<file path="src/rtl/note_scheduler_if.sv">
// Control and status bundle between the top-level controls / notes ROM and
// the note scheduler. The master side drives playback controls and the ROM
// duration code; the slave side is the scheduler itself.
interface note_scheduler_if #(
    parameter int IDX_BW  = 6,
    parameter int TICK_BW = 24,
    parameter int DUR_BW  = 4
);
    logic               start_i;
    logic               stop_i;
    logic               pause_i;
    logic               loop_i;
    logic               legato_i;
    logic [TICK_BW-1:0] tick_max_i;
    logic [IDX_BW-1:0]  seq_last_i;
    logic [DUR_BW-1:0]  dur_i;
    logic [IDX_BW-1:0]  note_index_o;
    logic               note_on_o;
    logic               gate_o;
    logic               busy_o;
    logic               done_o;

    modport master (
        output start_i, stop_i, pause_i, loop_i, legato_i,
        output tick_max_i, seq_last_i, dur_i,
        input  note_index_o, note_on_o, gate_o, busy_o, done_o
    );

    modport slave (
        input  start_i, stop_i, pause_i, loop_i, legato_i,
        input  tick_max_i, seq_last_i, dur_i,
        output note_index_o, note_on_o, gate_o, busy_o, done_o
    );
endinterface

</file>
<file path="src/rtl/note_scheduler.sv">
// Playback controller for the tone datapath: steps the note index through
// the notes ROM with start/stop/pause/loop control, pulses note-on for the
// envelope generator and gates the PWM output (staccato rest or legato).
module note_scheduler #(
    parameter int IDX_BW  = 6,
    parameter int TICK_BW = 24,
    parameter int DUR_BW  = 4
) (
    input  logic clk_i,
    input  logic rst_ni,
    note_scheduler_if.slave bus
);

    typedef enum logic [1:0] {IDLE, PLAY, GAP, PAUSE} state_t;

    state_t             state;
    state_t             state_n;
    state_t             run_state;
    logic               ret_play;
    logic               ret_play_n;
    logic [TICK_BW-1:0] pres;
    logic [TICK_BW-1:0] pres_n;
    logic [TICK_BW-1:0] tick_last;
    logic               tick;
    logic [DUR_BW-1:0]  dur_cnt;
    logic [DUR_BW-1:0]  dur_cnt_n;
    logic [DUR_BW-1:0]  dur_q;
    logic [DUR_BW-1:0]  dur_eff;
    logic [IDX_BW-1:0]  idx;
    logic [IDX_BW-1:0]  idx_n;
    logic               advance;
    logic               note_on_q;
    logic               note_on_n;
    logic               done_q;
    logic               done_n;
    logic               gate_q;
    logic               busy_q;

    // A tick_max of 0 behaves as 1, so the last prescaler count is 0 then.
    // ">=" keeps the prescaler from running away if tick_max drops live.
    assign tick_last = (bus.tick_max_i == '0) ? '0 : bus.tick_max_i - TICK_BW'(1);
    assign tick      = (pres >= tick_last);

    // The ROM output only reflects the new index during the note-on cycle,
    // so duration is taken live then and from the held copy afterwards.
    assign dur_eff = note_on_q ? bus.dur_i : dur_q;

    // While paused, resuming performs the step of the saved state.
    assign run_state = (state == PAUSE) ? (ret_play ? PLAY : GAP) : state;

    // Next-state logic: stop > start > pause > normal counting/advance.
    always_comb begin
        state_n    = state;
        ret_play_n = ret_play;
        pres_n     = pres;
        dur_cnt_n  = dur_cnt;
        idx_n      = idx;
        note_on_n  = 1'b0;
        done_n     = 1'b0;
        advance    = 1'b0;

        if (state != IDLE && bus.stop_i) begin
            state_n    = IDLE;
            idx_n      = '0;
            pres_n     = '0;
            dur_cnt_n  = '0;
            ret_play_n = 1'b0;
        end else if (state == IDLE) begin
            if (bus.start_i && !bus.stop_i) begin
                state_n   = PLAY;
                idx_n     = '0;
                pres_n    = '0;
                dur_cnt_n = '0;
                note_on_n = 1'b1;
            end
        end else if (bus.pause_i) begin
            if (state != PAUSE) begin
                state_n    = PAUSE;
                ret_play_n = (state == PLAY);
            end
        end else begin
            state_n = run_state;
            pres_n  = tick ? '0 : pres + TICK_BW'(1);
            if (run_state == PLAY && tick) begin
                if (dur_cnt == dur_eff) begin
                    if (bus.legato_i) begin
                        advance = 1'b1;
                    end else begin
                        state_n   = GAP;
                        pres_n    = '0;
                        dur_cnt_n = '0;
                    end
                end else begin
                    dur_cnt_n = dur_cnt + DUR_BW'(1);
                end
            end
            if (run_state == GAP && tick) begin
                advance = 1'b1;
            end
            if (advance) begin
                pres_n    = '0;
                dur_cnt_n = '0;
                if (idx != bus.seq_last_i) begin
                    idx_n     = idx + IDX_BW'(1);
                    state_n   = PLAY;
                    note_on_n = 1'b1;
                end else if (bus.loop_i) begin
                    idx_n     = '0;
                    state_n   = PLAY;
                    note_on_n = 1'b1;
                end else begin
                    idx_n   = '0;
                    state_n = IDLE;
                    done_n  = 1'b1;
                end
            end
        end
    end

    // State, counters and registered outputs.
    always_ff @(posedge clk_i or negedge rst_ni) begin
        if (!rst_ni) begin
            state     <= IDLE;
            ret_play  <= 1'b0;
            pres      <= '0;
            dur_cnt   <= '0;
            idx       <= '0;
            note_on_q <= 1'b0;
            done_q    <= 1'b0;
            gate_q    <= 1'b0;
            busy_q    <= 1'b0;
        end else begin
            state     <= state_n;
            ret_play  <= ret_play_n;
            pres      <= pres_n;
            dur_cnt   <= dur_cnt_n;
            idx       <= idx_n;
            note_on_q <= note_on_n;
            done_q    <= done_n;
            gate_q    <= (state_n == PLAY);
            busy_q    <= (state_n != IDLE);
        end
    end

    // Capture the note's duration code during its note-on cycle.
    always_ff @(posedge clk_i or negedge rst_ni) begin
        if (!rst_ni) begin
            dur_q <= '0;
        end else if (note_on_q) begin
            dur_q <= bus.dur_i;
        end
    end

    assign bus.note_index_o = idx;
    assign bus.note_on_o    = note_on_q;
    assign bus.gate_o       = gate_q;
    assign bus.busy_o       = busy_q;
    assign bus.done_o       = done_q;

endmodule

</file>
<file path="src/flat_wrapper.sv">
// flat-port wrapper written by rule: the top's interface ports become plain ports
module note_scheduler_flat 
#(
    parameter int IDX_BW  = 6,
    parameter int TICK_BW = 24,
    parameter int DUR_BW  = 4
)
  (clk_i, rst_ni, bus_start_i, bus_stop_i, bus_pause_i, bus_loop_i, bus_legato_i, bus_tick_max_i, bus_seq_last_i, bus_dur_i, bus_note_index_o, bus_note_on_o, bus_gate_o, bus_busy_o, bus_done_o);
  note_scheduler_if #(.IDX_BW(IDX_BW), .TICK_BW(TICK_BW), .DUR_BW(DUR_BW)) bus_i ();
  input  logic clk_i;
  input  logic rst_ni;
  input wire logic [$bits(bus_i.start_i)-1:0] bus_start_i;
  input wire logic [$bits(bus_i.stop_i)-1:0] bus_stop_i;
  input wire logic [$bits(bus_i.pause_i)-1:0] bus_pause_i;
  input wire logic [$bits(bus_i.loop_i)-1:0] bus_loop_i;
  input wire logic [$bits(bus_i.legato_i)-1:0] bus_legato_i;
  input wire logic [$bits(bus_i.tick_max_i)-1:0] bus_tick_max_i;
  input wire logic [$bits(bus_i.seq_last_i)-1:0] bus_seq_last_i;
  input wire logic [$bits(bus_i.dur_i)-1:0] bus_dur_i;
  output wire logic [$bits(bus_i.note_index_o)-1:0] bus_note_index_o;
  output wire logic [$bits(bus_i.note_on_o)-1:0] bus_note_on_o;
  output wire logic [$bits(bus_i.gate_o)-1:0] bus_gate_o;
  output wire logic [$bits(bus_i.busy_o)-1:0] bus_busy_o;
  output wire logic [$bits(bus_i.done_o)-1:0] bus_done_o;
  assign bus_i.start_i = bus_start_i;
  assign bus_i.stop_i = bus_stop_i;
  assign bus_i.pause_i = bus_pause_i;
  assign bus_i.loop_i = bus_loop_i;
  assign bus_i.legato_i = bus_legato_i;
  assign bus_i.tick_max_i = bus_tick_max_i;
  assign bus_i.seq_last_i = bus_seq_last_i;
  assign bus_i.dur_i = bus_dur_i;
  assign bus_note_index_o = bus_i.note_index_o;
  assign bus_note_on_o = bus_i.note_on_o;
  assign bus_gate_o = bus_i.gate_o;
  assign bus_busy_o = bus_i.busy_o;
  assign bus_done_o = bus_i.done_o;
  note_scheduler #(.IDX_BW(IDX_BW), .TICK_BW(TICK_BW), .DUR_BW(DUR_BW)) u_core (.clk_i(clk_i), .rst_ni(rst_ni), .bus(bus_i));
endmodule
</file>
<file path="config.mk">
export PLATFORM = sky130hd
export DESIGN_NAME = note_scheduler_flat
export DESIGN_NICKNAME = d
export VERILOG_FILES = /design/src/rtl/note_scheduler_if.sv /design/src/rtl/note_scheduler.sv /design/src/flat_wrapper.sv
export SDC_FILE = /design/constraint.sdc
export NUM_CORES = 1
export LEC_CHECK = 0
export ABC_AREA = 1
export BUFFER_PORTS_ARGS = -buffer_cell sky130_fd_sc_hd__buf_2
export CAP_MARGIN = 20
export CORE_ASPECT_RATIO = 0.75
export CORE_UTILIZATION = 63
export DETAILED_ROUTE_END_ITERATION = 10
export HOLD_SLACK_MARGIN = 0.15
export PLACE_DENSITY_LB_ADDON = 0.3
export SLEW_MARGIN = 20
export SYNTH_ARGS = -nofsm -noshare
export SYNTH_HDL_FRONTEND = slang
export SYNTH_SLANG_ARGS = --single-unit
</file>
<file path="constraint.sdc">
create_clock -name clk_i -period 5 [get_ports clk_i]
set_input_delay 1 -clock clk_i [delete_from_list [all_inputs] [get_ports clk_i]]
set_output_delay 1 -clock clk_i [all_outputs]
set_load 0.02 [all_outputs]
</file>
==> flow_summary_export.csv <==
group,metric,value,unit
power,pwr-share-seq,0.443,
critical_path,start_kind,"input port",
outcome,status,"completed",
power,p_int,0.000595,W
final_layout,fillCellCount,468,
final_layout,antenna_cells,0,
power,p_total,0.000960,W
clock_network,h-tree-depth,2,
clock_network,cts_setup_buffers,0,
final_layout,ff_latch_area,1130,sq um
logic_synthesis,yosys_register_bits,45,
power,p_sw,0.000365,W
floorplan,fp.coreArea,5920,sq um
final_layout,multiInputGateArea,2510,sq um
critical_path,cp_max_fo,24,
power,powerDensity,221,nW/um^2
clock_network,cts_root_buffer,"clkbuf_8",
power,peakVddDrop,0.000262,V
final_layout,finish.instance_area,4350,sq um
logic_synthesis,synth_warnings,0,
sta,hold_viol_final,0,
logic_synthesis,async_flop_share,1.00,
logic_synthesis,synth_cell_types,39,
logic_synthesis,seq_area_frac_synth,0.285,
global_routing,gr-usage-all-layers,0.309,
critical_path,critPathKind,"input port to flop",
detailed_routing,drt_iter0_drc,382,
detailed_routing,vias,3918,
detailed_routing,routed_wl,9.47,mm
critical_path,cp.required,5.22,ns
global_routing,grt_pass1_vias,3683,
logic_synthesis,synth_edf_count,0,
sta,slew_headroom,0.485,
sta,fmaxAchievable,225,MHz
place,routabilityCongestion,1.00,
sta,clock-skew-final,0.00486,ns
final_layout,layout_common_cells,"nand2_1 (153), inv_1 (71), nor2_1 (57)",
sta,drv_slew,0,
floorplan,start_util,0.668,
logic_synthesis,syn_inst,566,
detailed_routing,drtAntennaViolNets,0,
place,port_buffers,50,
sta,worst_slew_pin_slew,0.771,ns
power,pwr-share-comb,0.319,
power,leakagePower,2.14,nW
sta,fin_setup_tns,0,ns
global_routing,antenna_found_initial,0,
clock_network,cts_tree,"done",
clock_network,cts-resized-gates,0,
clock_network,clkSinkCount,45,
final_layout,layout.cells.most_common,"nand2_1",
logic_synthesis,syn_area_per_cell,6.98,sq um
job,cap_violations,0,
global_routing,grt_max_degree,46,
final_layout,layout-drive-gt1-share,0.150,
power,swShare,0.380,
global_routing,grt_remaining_overflow,0,
hold_path,min_path_type,"flop to flop",
floorplan,rows,24,
logic_synthesis,syn_nets,636,
sta,finalCritPeriodShare,0.887,
clock_network,clockBufferDepth,2,
place,dp_hpwl,7.46,mm
power,clkPwrFrac,0.238,
floorplan,dieArea,6590,sq um
clock_network,clk_latency,0.30,ns
place,place_area,4260,sq um
detailed_routing,vias_per_cell,5.62,
clock_network,cts_buffers,5,
floorplan,io_pins,51,
final_layout,area_delta_synth_final,10.1,%
critical_path,end_kind,"flop",
detailed_routing,drcViolationCount,0,
clock_network,hold_buffers,0,
detailed_routing,wl_per_cell,13.6,microns
detailed_routing,dr.pass1.iters,5,
logic_synthesis,synth-main-ff-cell,"dfrtp_1",
clock_network,clkTransAtPathRegs,0.09,ns
global_routing,grt_pass1_wl,16.3,mm
final_layout,nNetsFinal,688,
sta,finalSetupViolCount,0,
sta,period_minus_slack,4.43,ns
floorplan,fp.dieW,93.4,microns
sta,rsz0062_at_grt,"false",
floorplan,die_h,70.6,microns
logic_synthesis,syn-cell-area,3950,sq um
critical_path,critPathArrivalTime,4.65,ns
## power groups by stage
stage          combinational, W  clock, W  sequential, W
6_report               0.000306  0.000229       0.000425
2_1_floorplan          0.000217         0       0.000439
3_5_place_dp           0.000301         0       0.000433
4_1_cts                0.000303  0.000231       0.000426
5_1_grt                0.000344  0.000245       0.000431
3_3_place_gp           0.000294         0       0.000431
## cells in the mapped netlist, drive strengths merged (10+ instances only)
cell type	instances	area (sq um)
a21oi	15	78.8
dfrtp	45	1130
nand2	161	624
xnor2	10	87.6
inv	72	270
o22ai	17	106
nor3	17	95.1
xor2	25	219
ha	29	363
nand4	14	103
nor2	63	262
o21ai	26	149
nand3	37	203
## state kept, by name, summed over array words and instances, names as in the netlist
signal	count
u_core.pres	24
u_core.bus.note_index_o	6
u_core.dur_cnt	4
u_core.dur_q	4
u_core.state	2
u_core.bus.busy_o	1
u_core.bus.done_o	1
u_core.bus.gate_o	1
u_core.bus.note_on_o	1
u_core.ret_play	1
## final cells by class
class	instances	area share
Multi-Input combinational cell	443	0.577
Sequential cell	45	0.259
Inverter	72	0.0622
Timing Repair Buffer	51	0.0599
Tap cell	78	0.0225
Clock buffer	5	0.0158
Clock inverter	3	0.00403
## per-layer routing
metal | track usage | part of all wire | up-vias
li1 | - | - | 1961
met1 | 0.455 | 0.47 | 1768
met2 | 0.477 | 0.43 | 177
met3 | 0.0602 | 0.086 | 12
met4 | 0.0615 | 0.0054 | 0
met5 | 0 | 0 | -
## path summary, 6_finish.rpt
check	startpoint	to	slack, ns	cells past startpoint
max	bus_tick_max_i[0]	u_core.pres[17]	0.57	23
min	u_core.dur_q[0]	u_core.dur_q[0]	0.49	2
max reg2reg	u_core.pres[0]	u_core.pres[17]	2.37	12
min reg2reg	u_core.dur_q[0]	u_core.dur_q[0]	0.49	2
max in group asynchronous	rst_ni	u_core.bus.note_index_o[5]	3.92	1
min in group asynchronous	rst_ni	u_core.pres[21]	0.68	1
## kinds of logic after synthesis
| logic type | after synthesis | share of synthesized area |
|---|---|---|
| xor gates and xnor gates | 35 | 0.0776 |
| AOI/OAI and AO/OA | 68 | 0.108 |
| and+or+nand+nor | 311 | 0.357 |
| buffers and inverters | 78 | 0.0802 |
| DFF | 45 | 0.285 |
| adders and majority gates | 29 | 0.0919 |
## worst max-delay path, cell delays in order
cell      delay, ns
buf_2          0.09
inv_1          0.10
nand2_1        0.08
nor2_1         0.08
inv_1          0.08
nor2_2         0.12
nand2_1        0.09
inv_1          0.07
nand3_1        0.11
nor3_2         0.25
nand2_1        0.17
nor2_4         0.18
nand2_1        0.08
nand2_1        0.06
nand3_1        0.09
ha_1           0.33
a21oi_1        0.20
o21ai_0        0.11
nor2_1         0.18
nand3_2        0.18
a21boi_4       0.32
nand4_4        0.37
o21ai_0        0.29
## through the flow
step / hold slack [ns] / instances / setup slack (ns) / util
after CTS: 0.500 / 697 / 0.684 / 0.734
final: 0.494 / 697 / 0.565 / 0.735
after floorplan: 0.450 / 566 / 1.18 / -
after global routing: 0.532 / 697 / 0.200 / 0.735
after global placement: 0.465 / 689 / 0.507 / 0.720
after detailed placement: 0.481 / 689 / 0.388 / 0.720
Power figures use the tool's default switching activity.
